$ cat src/rtl/rc4_pkg.sv
// Shared types and constants for the RC4 stream encryptor: controller state
// encoding, S-box geometry and the key-byte selection helper.
package rc4_pkg;

  localparam int S_SIZE            = 256;
  localparam int KEY_BYTES_DEFAULT = 3;
  localparam int KEY_BYTES_MAX     = 32;
  localparam int KEY_MAX_BITS      = 8 * KEY_BYTES_MAX;
  localparam int INIT_CYCLES       = S_SIZE;

  typedef enum logic [4:0] {
    ST_IDLE,
    ST_INIT,
    ST_KSA_RD_I,
    ST_KSA_W_I,
    ST_KSA_J,
    ST_KSA_RD_J,
    ST_KSA_W_J,
    ST_KSA_WR_I,
    ST_KSA_WR_J,
    ST_KSA_NEXT,
    ST_PG_INC,
    ST_PG_RD_I,
    ST_PG_W_I,
    ST_PG_J,
    ST_PG_RD_J,
    ST_PG_W_J,
    ST_PG_WR_I,
    ST_PG_WR_J,
    ST_PG_RD_F,
    ST_PG_W_F,
    ST_PG_IN,
    ST_PG_OUT,
    ST_DONE
  } rc4_state_e;

  // Key byte idx of an nBytes-long key, most significant byte is index 0.
  // The key is passed zero-extended to the widest supported key.
  function automatic logic [7:0] key_byte(input logic [KEY_MAX_BITS-1:0] key,
                                          input int nBytes,
                                          input int idx);
    logic [KEY_MAX_BITS-1:0] shifted;
    shifted = key >> (8 * (nBytes - 1 - idx));
    return shifted[7:0];
  endfunction

endpackage

$ cat src/rtl/rc4_stream_encryptor_if.sv
// Plaintext-in / ciphertext-out valid/ready stream pair of the encryptor.
// The slave side is the encryptor, the master side is whoever feeds and
// drains it.
interface rc4_stream_encryptor_if;

  logic [7:0] pt_data;
  logic       pt_valid;
  logic       pt_ready;
  logic [7:0] ct_data;
  logic       ct_valid;
  logic       ct_ready;

  modport master (
    output pt_data, pt_valid, ct_ready,
    input  pt_ready, ct_data, ct_valid
  );

  modport slave (
    input  pt_data, pt_valid, ct_ready,
    output pt_ready, ct_data, ct_valid
  );

endinterface

$ cat src/rtl/rc4_sbox_ram.sv
// 256x8 single-port S-box memory. The read address is registered and the
// read data is registered again, so read data appears two cycles after the
// address is presented. A write lands on the edge where wren_i is high.
module rc4_sbox_ram
  import rc4_pkg::*;
(
  input  logic       clk_i,
  input  logic [7:0] address_i,
  input  logic [7:0] data_i,
  input  logic       wren_i,
  output logic [7:0] q_o
);

  logic [7:0] mem [S_SIZE];
  logic [7:0] addr_q;

  // Write port, address register and output register of the memory.
  always_ff @(posedge clk_i) begin
    if (wren_i) begin
      mem[address_i] <= data_i;
    end
    addr_q <= address_i;
    q_o    <= mem[addr_q];
  end

endmodule

$ cat src/rtl/rc4_stream_encryptor.sv
// RC4 encryptor: fills the S-box with the identity permutation, runs the
// key-scheduling pass, then produces one keystream byte per plaintext byte
// and emits plaintext XOR keystream. One byte is in flight at a time.
module rc4_stream_encryptor
  import rc4_pkg::*;
#(
  parameter int KEY_BYTES = KEY_BYTES_DEFAULT,
  parameter int LEN_W     = 8
) (
  input  logic                   CLOCK_50,
  input  logic                   reset_n,
  input  logic                   start,
  input  logic [8*KEY_BYTES-1:0] secret_key,
  input  logic [LEN_W-1:0]       msg_len,
  rc4_stream_encryptor_if.slave  stream,
  output logic                   busy,
  output logic                   done
);

  localparam int KIDX_W = (KEY_BYTES > 1) ? $clog2(KEY_BYTES) : 1;

  rc4_state_e             state_q, state_d;
  logic [7:0]             i_q, i_d, j_q, j_d;
  logic [7:0]             si_q, si_d, sj_q, sj_d;
  logic [7:0]             ctData_q, ctData_d;
  logic [LEN_W-1:0]       k_q, k_d, msgLen_q, msgLen_d;
  logic [KIDX_W-1:0]      kidx_q, kidx_d;
  logic [8*KEY_BYTES-1:0] key_q, key_d;

  logic [7:0] ramAddr, ramData, ramQ, keyByte;
  logic       ramWren;

  rc4_sbox_ram u_sbox (
    .clk_i     (CLOCK_50),
    .address_i (ramAddr),
    .data_i    (ramData),
    .wren_i    (ramWren),
    .q_o       (ramQ)
  );

  assign keyByte = key_byte(KEY_MAX_BITS'(key_q), KEY_BYTES, int'(kidx_q));

  assign stream.pt_ready = (state_q == ST_PG_IN);
  assign stream.ct_valid = (state_q == ST_PG_OUT);
  assign stream.ct_data  = ctData_q;
  assign busy            = (state_q != ST_IDLE) && (state_q != ST_DONE);
  assign done            = (state_q == ST_DONE);

  // Controller and datapath registers; reset parks everything in IDLE.
  always_ff @(posedge CLOCK_50 or negedge reset_n) begin
    if (!reset_n) begin
      state_q  <= ST_IDLE;
      i_q      <= '0;
      j_q      <= '0;
      k_q      <= '0;
      kidx_q   <= '0;
      si_q     <= '0;
      sj_q     <= '0;
      ctData_q <= '0;
      key_q    <= '0;
      msgLen_q <= '0;
    end else begin
      state_q  <= state_d;
      i_q      <= i_d;
      j_q      <= j_d;
      k_q      <= k_d;
      kidx_q   <= kidx_d;
      si_q     <= si_d;
      sj_q     <= sj_d;
      ctData_q <= ctData_d;
      key_q    <= key_d;
      msgLen_q <= msgLen_d;
    end
  end

  // Next-state, S-box port control and register updates for every phase.
  always_comb begin
    state_d  = state_q;
    i_d      = i_q;
    j_d      = j_q;
    k_d      = k_q;
    kidx_d   = kidx_q;
    si_d     = si_q;
    sj_d     = sj_q;
    ctData_d = ctData_q;
    key_d    = key_q;
    msgLen_d = msgLen_q;
    ramAddr  = i_q;
    ramData  = i_q;
    ramWren  = 1'b0;

    case (state_q)
      ST_IDLE, ST_DONE: begin
        if (start) begin
          key_d    = secret_key;
          msgLen_d = msg_len;
          i_d      = '0;
          state_d  = ST_INIT;
        end
      end
      ST_INIT: begin
        ramWren = 1'b1;
        i_d     = i_q + 8'd1;
        if (i_q == 8'(INIT_CYCLES - 1)) begin
          j_d     = '0;
          kidx_d  = '0;
          state_d = ST_KSA_RD_I;
        end
      end
      ST_KSA_RD_I: state_d = ST_KSA_W_I;
      ST_KSA_W_I:  state_d = ST_KSA_J;
      ST_KSA_J: begin
        si_d    = ramQ;
        j_d     = j_q + ramQ + keyByte;
        state_d = ST_KSA_RD_J;
      end
      ST_KSA_RD_J: begin
        ramAddr = j_q;
        state_d = ST_KSA_W_J;
      end
      ST_KSA_W_J: begin
        ramAddr = j_q;
        state_d = ST_KSA_WR_I;
      end
      ST_KSA_WR_I: begin
        ramWren = 1'b1;
        ramData = ramQ;
        sj_d    = ramQ;
        state_d = ST_KSA_WR_J;
      end
      ST_KSA_WR_J: begin
        ramWren = 1'b1;
        ramAddr = j_q;
        ramData = si_q;
        state_d = ST_KSA_NEXT;
      end
      ST_KSA_NEXT: begin
        if (i_q == 8'hFF) begin
          i_d     = '0;
          j_d     = '0;
          k_d     = '0;
          state_d = (msgLen_q == '0) ? ST_DONE : ST_PG_INC;
        end else begin
          i_d     = i_q + 8'd1;
          kidx_d  = (kidx_q == KIDX_W'(KEY_BYTES - 1)) ? '0 : kidx_q + KIDX_W'(1);
          state_d = ST_KSA_RD_I;
        end
      end
      ST_PG_INC: begin
        i_d     = i_q + 8'd1;
        state_d = ST_PG_RD_I;
      end
      ST_PG_RD_I: state_d = ST_PG_W_I;
      ST_PG_W_I:  state_d = ST_PG_J;
      ST_PG_J: begin
        si_d    = ramQ;
        j_d     = j_q + ramQ;
        state_d = ST_PG_RD_J;
      end
      ST_PG_RD_J: begin
        ramAddr = j_q;
        state_d = ST_PG_W_J;
      end
      ST_PG_W_J: begin
        ramAddr = j_q;
        state_d = ST_PG_WR_I;
      end
      ST_PG_WR_I: begin
        ramWren = 1'b1;
        ramData = ramQ;
        sj_d    = ramQ;
        state_d = ST_PG_WR_J;
      end
      ST_PG_WR_J: begin
        ramWren = 1'b1;
        ramAddr = j_q;
        ramData = si_q;
        state_d = ST_PG_RD_F;
      end
      ST_PG_RD_F, ST_PG_W_F: begin
        ramAddr = si_q + sj_q;
        state_d = (state_q == ST_PG_RD_F) ? ST_PG_W_F : ST_PG_IN;
      end
      ST_PG_IN: begin
        ramAddr = si_q + sj_q;
        if (stream.pt_valid) begin
          ctData_d = stream.pt_data ^ ramQ;
          state_d  = ST_PG_OUT;
        end
      end
      ST_PG_OUT: begin
        if (stream.ct_ready) begin
          k_d     = k_q + LEN_W'(1);
          state_d = ((k_q + LEN_W'(1)) == msgLen_q) ? ST_DONE : ST_PG_INC;
        end
      end
      default: state_d = ST_IDLE;
    endcase
  end

endmodule

$ cat src/flat_wrapper.sv
// flat-port wrapper written by rule: the top's interface ports become plain ports
module rc4_stream_encryptor_flat import rc4_pkg::*;
#(
  parameter int KEY_BYTES = KEY_BYTES_DEFAULT,
  parameter int LEN_W     = 8
)
  (CLOCK_50, reset_n, start, secret_key, msg_len, busy, done, stream_pt_data, stream_pt_valid, stream_ct_ready, stream_pt_ready, stream_ct_data, stream_ct_valid);
  rc4_stream_encryptor_if stream_i ();
  input  logic CLOCK_50;
  input  logic reset_n;
  input  logic start;
  input  logic [8*KEY_BYTES-1:0] secret_key;
  input  logic [LEN_W-1:0] msg_len;
  output logic busy;
  output logic done;
  input wire logic [$bits(stream_i.pt_data)-1:0] stream_pt_data;
  input wire logic [$bits(stream_i.pt_valid)-1:0] stream_pt_valid;
  input wire logic [$bits(stream_i.ct_ready)-1:0] stream_ct_ready;
  output wire logic [$bits(stream_i.pt_ready)-1:0] stream_pt_ready;
  output wire logic [$bits(stream_i.ct_data)-1:0] stream_ct_data;
  output wire logic [$bits(stream_i.ct_valid)-1:0] stream_ct_valid;
  assign stream_i.pt_data = stream_pt_data;
  assign stream_i.pt_valid = stream_pt_valid;
  assign stream_i.ct_ready = stream_ct_ready;
  assign stream_pt_ready = stream_i.pt_ready;
  assign stream_ct_data = stream_i.ct_data;
  assign stream_ct_valid = stream_i.ct_valid;
  rc4_stream_encryptor #(.KEY_BYTES(KEY_BYTES), .LEN_W(LEN_W)) u_core (.CLOCK_50(CLOCK_50), .reset_n(reset_n), .start(start), .secret_key(secret_key), .msg_len(msg_len), .stream(stream_i), .busy(busy), .done(done));
endmodule
$ cat config.mk
export PLATFORM = sky130hd
export DESIGN_NAME = rc4_stream_encryptor_flat
export DESIGN_NICKNAME = d
export VERILOG_FILES = /design/src/rtl/rc4_pkg.sv /design/src/rtl/rc4_stream_encryptor_if.sv /design/src/rtl/rc4_sbox_ram.sv /design/src/rtl/rc4_stream_encryptor.sv /design/src/flat_wrapper.sv
export SDC_FILE = /design/constraint.sdc
export NUM_CORES = 2
export LEC_CHECK = 0
export BUFFER_PORTS_ARGS = -buffer_cell sky130_fd_sc_hd__buf_2
export CAP_MARGIN = 20
export CORE_ASPECT_RATIO = 1.5
export CORE_MARGIN = 5
export CORE_UTILIZATION = 57
export DETAILED_ROUTE_END_ITERATION = 10
export PLACE_DENSITY_LB_ADDON = 0.1
export RECOVER_POWER = 100
export SLEW_MARGIN = 20
export SYNTH_ARGS = -nofsm -noshare
export SYNTH_HDL_FRONTEND = slang
export SYNTH_SLANG_ARGS = --single-unit
$ cat constraint.sdc
create_clock -name CLOCK_50 -period 5.8 [get_ports CLOCK_50]
set_input_delay 0 -clock CLOCK_50 [delete_from_list [all_inputs] [get_ports CLOCK_50]]
set_output_delay 0 -clock CLOCK_50 [all_outputs]
set_load 0.01 [all_outputs]
# Word-level counts from Yosys, hierarchy flattened
# Memories as Yosys holds them, arrays and structs flattened. A register that Yosys moved wholly into a read port is not among the register bits.
# Cells that the tools add are included.
[op_classes]
add_sub_neg = 7
n_eq_ne = 33
shift = 1
mux = 25
n_bitwise = 1
reduce_logical = 25
[op_table]
columns = ["op", "count"]
rows = [
  ["$pmux W5 S21", 1],
  ["$pmux W8 S2", 3],
  ["$pmux W8 S3", 2],
  ["$eq A5 B4 Y1 const B", 8],
  ["$eq A5 B5 Y1 const B", 7],
  ["$mux W5", 7],
  ["$mux W8", 4],
  ["$shr A24 B32 Y8", 1],
  ["$add A8 B8 Y8", 3],
  ["$eq A5 B3 Y1 const B", 4],
  ["$add A8 B1 Y8 const B", 2],
  ["$reduce_or A2 Y1", 7],
  ["$eq A5 B2 Y1 const B", 2],
  ["$eq A8 B8 Y1", 1],
  ["$eq A8 B8 Y1 const B", 1],
  ["$logic_not A8 Y1", 1],
  ["$ne A2 B2 Y1 const B", 4],
  ["$reduce_and A2 Y1", 4],
  ["$xor A8 B8 Y8", 1],
  ["$mux W2", 3],
  ["$ne A2 B1 Y1 const B", 3],
  ["$reduce_and A3 Y1", 2],
  ["$reduce_bool A3 Y1", 2],
  ["$reduce_or A6 Y1", 1],
  ["15 further kinds", 18],
]
[word_totals]
ff_bits = 95
ram_bits = 2048
in_bits = 45
out_inout_bits = 12
word_cells = 104
n_memories = 1
[mem_list]
columns = ["memory", "depth", "width", "read_ports", "rd_clocked_by_memory_dff", "wr", "line_no", "rtl"]
rows = [
  ["u_core.u_sbox.mem", 256, 8, 1, 1, 1, "rc4_sbox_ram.sv:14", "logic [7:0] mem [S_SIZE];"],
]

# Longest topological paths before layout
[depth]
depth_word = 5
depth_mapped = 15
ltp_nobuf = 14

# Modules after synthesis
# From an unflattened synthesis, not the netlist that was laid out.
[hier_totals]
cells_unflattened = 4311
area_unflattened_um2 = 85339.3
[by_module_without_submodules]
columns = ["module", "n_inst", "cells_each", "area_per_inst_um2", "seq_area_each_um2"]
rows = [
  ["rc4_sbox_ram", 1, 3741, 79716.5, 61819.3],
  ["rc4_stream_encryptor", 1, 570, 5622.9, 2177.1],
]

# Worst setup path after synthesis
# OpenSTA, ideal clock, no wires.
[synth_timing]
kind = "reg-to-reg"
start = "register u_core.state_q[0]"
end = "memory u_core.u_sbox.mem[0][0] (data pin)"
setup_time_ns = 0.822
t_arrival_ns = 5.098
required_ns = 4.978
path_slack_ns = -0.120
path_stages_with_launch = 9
n_path_buf = 3
synth_period_minus_slack_ns = 5.920
cell_sequence = "dfrtp_1 > buf_2 > clkbuf_1 > nand2b_1 > or3_1 > a21oi_1 > clkbuf_1 > a22oi_1 > nand2_1"
[synth_between]
elab_chain_cells = 3
word_cells_on_any_way = 7
classes_between = "eq/ne (4); mux (1); reduce/logical (2)"
[synth_rtl]
columns = ["element", "line_no", "rtl"]
rows = [
  ["start: declaration", "rc4_stream_encryptor.sv:22", "rc4_state_e state_q, state_d;"],
  ["start signal: assignment", "rc4_stream_encryptor.sv:63", "state_q <= state_d;"],
  ["$eq A5 B4 Y1, or another cell as far along", "rc4_stream_encryptor.sv:92", "case (state_q)"],
  ["$reduce_or A2 Y1 (no line)", "n/a", ""],
  ["$pmux W8 S2 (*)", "rc4_stream_encryptor.sv:92", ""],
  ["via u_core.ramData[0]", "rc4_stream_encryptor.sv:30", "logic [7:0] ramAddr, ramData, ramQ, keyByte;"],
  ["end: declaration", "rc4_sbox_ram.sv:14", ""],
]
# The timed path passes the listed nets; every way through them passes the cells marked *.

# Final worst setup path
[layout_timing]
start = "register u_core.state_q[4]"
end = "memory u_core.u_sbox.mem[208][1], enable pin"
[layout_between]
elab_chain_cells = 5
word_cells_on_any_way = 19
classes_between = "eq/ne (12); mux (4); reduce/logical (3)"
[layout_rtl]
columns = ["element", "line_no", "rtl"]
rows = [
  ["$eq A5 B3 Y1, or another cell as far along", "rc4_stream_encryptor.sv:92", ""],
  ["$reduce_or A5 Y1 (no line)", "n/a", ""],
  ["$mux W1", "rc4_stream_encryptor.sv:92", ""],
  ["$mux W1", "rc4_sbox_ram.sv:19", "if (wren_i) begin"],
  ["$mux W1 (not written as such)", "rc4_sbox_ram.sv:20", "mem[address_i] <= data_i;"],
]
# Parallel ways exist; a longest one is shown, timed or not.

==> flow_summary.yaml <==
yosys:
  yosysMostFrequentCell: "edfxtp_1"
  ys_warn_count: 0
  syn-cell-area_um2: 85800
  netlist_instances: 4214
  yosysSeqAreaShare_pct: 74.6
  synthTopCellsByCount: "edfxtp_1, mux4_2, clkbuf_1, nor3_1, nor3_2"
  synthArstFlopShare_pct: 4.04
  avgSynthCellArea_um2: 20.4
  synth_fp_nets: 4288
  synth_xor_xnor_area_share_pct: 0.451
  synth_top_cell_by_area: "edfxtp_1"
  ys_types: 73
  muxShareOfSynthArea_pct: 14.5
  synth_ff_type: "edfxtp_1"
  synth_top_family_by_area: "multiplexers"
  synthSimpleGateAreaFrac_pct: 4.34
  synth_area_leaders: "edfxtp_1, mux4_2, dfrtp_1"
  synth_enable_flop_cells: 2048
  ys_seq_elements: 2151
  synth-compound-area-share_pct: 3.98
  synthAdderAreaFrac_pct: 0.449
  yosysTopAreaCellShare_pct: 71.7
power_and_ir_drop:
  p_leak_uw: 0.0304
  ir_drop_mv: 0.551
  power_density_nw_per_um2: 525
route:
  topRoutingLayerUsed: "met5"
  finalWirelength_um: 221000
  avgRoutedWirePerCell_um: 33.3
  via_per_inst: 6.57
  dr.pass1.iters: 5
  drcViolationCount: 0
  via_count: 43600
  drtIter0Drc: 4407
  wl_met3_um: 13400
  final_antenna_net_count: 0
  met1Wirelength_um: 79500
  wl_met2_um: 116000
timing:
  fmaxAchievable_mhz: 189
  setup_tns_ns: 0
  finalWorstSetupSlack_ns: 0.505
  grt_setup_unrepaired: "no"
  worst_slew_pin_slew_ns: 3.86
  fin_crit_sh_pct: 91.3
  hold_violations: 0
  drv_slew: 959
  setup_viol: 0
  relSlewSlack_pct: -158
  fin_skew_ns: 0.0317
  fin_crit_ns: 5.29
clocking:
  root_buffer: "clkbuf_16"
  cts_buffers: 188
  path_clk_slew_ns: 0.07
  cts_tree: "done"
  clock_path_buffers: 3
  cts-hold-fix-buffers: 123
  post_cts_buffers: 0
  cts_resized: 0
  clk_latency_ns: 0.83
  cts.sinks: 2151
  h-tree-depth: 4
floorplan:
  dieHeight_um: 485
  num_rows: 174
  die_w_um: 327
  start_util_pct: 57.3
  core_region_area_um2: 150000
  dieArea_um2: 158000
  io_pins: 57
setup_path:
  criticalPathCategory: "reg2reg"
  critPathRequiredTime_ns: 6.22
  worstPathArrival_ns: 5.72
  reg2reg_slack_ns: 0.51
  cp-end-kind: "register"
  worstSetupStartpointType: "register"
  path_max_fanout: 22
finish:
  final_nets: 4610
  drive_above_1_share_pct: 23.5
  final_util_pct: 64.3
  area_growth_pct: 12.3
global_route:
  antenna_found_initial: 3
  grt_max_degree: 131
  grt_overflow: 0
  grt_pass1_wl_um: 319000
  grt_usage_pct: 27.9
  first_global_vias: 44800
placed_design:
  dp_worst_setup_slack_ns: 0.890
  routabilityCongestion: 0.898
  io_buffers: 56
  hpwlAfterDp_um: 139000
min_path:
  hp-class: "in2reg"
status:
  outcome: "finished, violations left"
  violations: "max-capacitance violations, max-slew violations"
flow_run:
  drv_cap: 11
stage by stage:
step	power, uW	cell area (um^2)	hold WS [ns]	instances
2_1_floorplan	31400	85800	-0.296	4214
3_3_place_gp	37400	89600	-0.109	6159
3_5_place_dp	37500	89600	-0.104	6159
4_1_cts	51100	97400	0.160	6633
5_1_grt	52300	96300	0.254	6634
6_report	50500	96300	0.239	6635
worst paths after layout:
check,from,end,depth (start not counted)
max,u_core.state_q[4],u_core.u_sbox.mem[208][1],7
min,stream_ct_ready,u_core.k_q[3],5
max reg2reg,u_core.state_q[4],u_core.u_sbox.mem[208][1],7
min reg2reg,u_core.sj_q[5],u_core.sj_q[5],1
max in group asynchronous,reset_n,u_core.k_q[0],4
min in group asynchronous,reset_n,u_core.stream.ct_data[3],4
kinds of logic (layout without fill, tap and decap cells):
kind of cell | after synthesis | in the layout
flip-flops | 2151 | 2151
multiplexers | 631 | 631
AND/OR/NAND/NOR | 571 | 571
AO/OA/AOI/OAI | 488 | 488
buffers and inverters | 303 | 786
XOR/XNOR | 41 | 41
adder cells (fa/ha/maj) | 29 | 29
other | 0 | 2
routing by layer:
| metal | up-vias | GRT usage [%] |
|---|---|---|
| li1 | 18300 | - |
| met4 | 2 | 12.3 |
| met3 | 446 | 4.73 |
| met1 | 23000 | 34.6 |
| met5 | - | 0 |
| met2 | 1789 | 48.9 |
sequential cells by signal (all words and copies together), names as in the netlist, 5 cells and up:
name / cells
u_core.i_q: 8
u_core.j_q: 8
u_core.k_q: 8
u_core.key_q: 24
u_core.msgLen_q: 8
u_core.si_q: 8
u_core.sj_q: 8
u_core.state_q: 5
u_core.stream.ct_data: 8
u_core.u_sbox.addr_q: 8
u_core.u_sbox.mem: 2048
u_core.u_sbox.q_o: 8
power breakdown:
group,internal (uW),switching (uW)
registers,20400,644
clock network,7780,5600
logic,5340,10700
cell usage in the layout (no fill, tap or decap), types with 11 or more instances in the layout:
cell,instances
edfxtp_1,2048
mux4_2,482
nor3_1,234
clkbuf_16,198
clkbuf_1,133
dlygate4sd3_1,123
a22oi_1,99
o22ai_1,95
mux2i_1,91
nand2_1,87
dfrtp_1,87
buf_4,85
a21oi_1,76
nor2_1,65
mux2_2,57
o21ai_0,47
buf_2,44
nor3_2,38
a211oi_1,35
bufinv_16,35
clkinv_1,30
clkinv_2,29
nor4_1,27
xnor2_1,27
ha_1,26
a22o_1,24
inv_1,22
buf_12,22
nand3_1,21
o221ai_1,18
clkbuf_2,18
clkinvlp_4,16
a31oi_1,15
dfxtp_1,15
nand4_4,13
a221oi_1,12
xor2_1,12
nor2b_1,11
cell type report:
type	count	area [um^2]
Tap cell	1936	2420
Inverter	26	176
Timing Repair Buffer	409	3080
Sequential cell	2151	64000
Multi-Input combinational cell	1760	20000
Clock inverter	123	1490
Clock buffer	228	5160
Antenna cell	2	5.00
Fill cell	10000	53500
worst max-delay path, cell delays in order (launching register included):
cell and delay [ns]:
dfrtp_1 0.74, or3b_2 0.52, o32ai_1 0.38, nor3_1 0.32, a221oi_4 0.86, nand4_4 0.66, clkbuf_2 0.50, nor3_1 0.88
No activity file was read; power rests on OpenSTA's default activity.
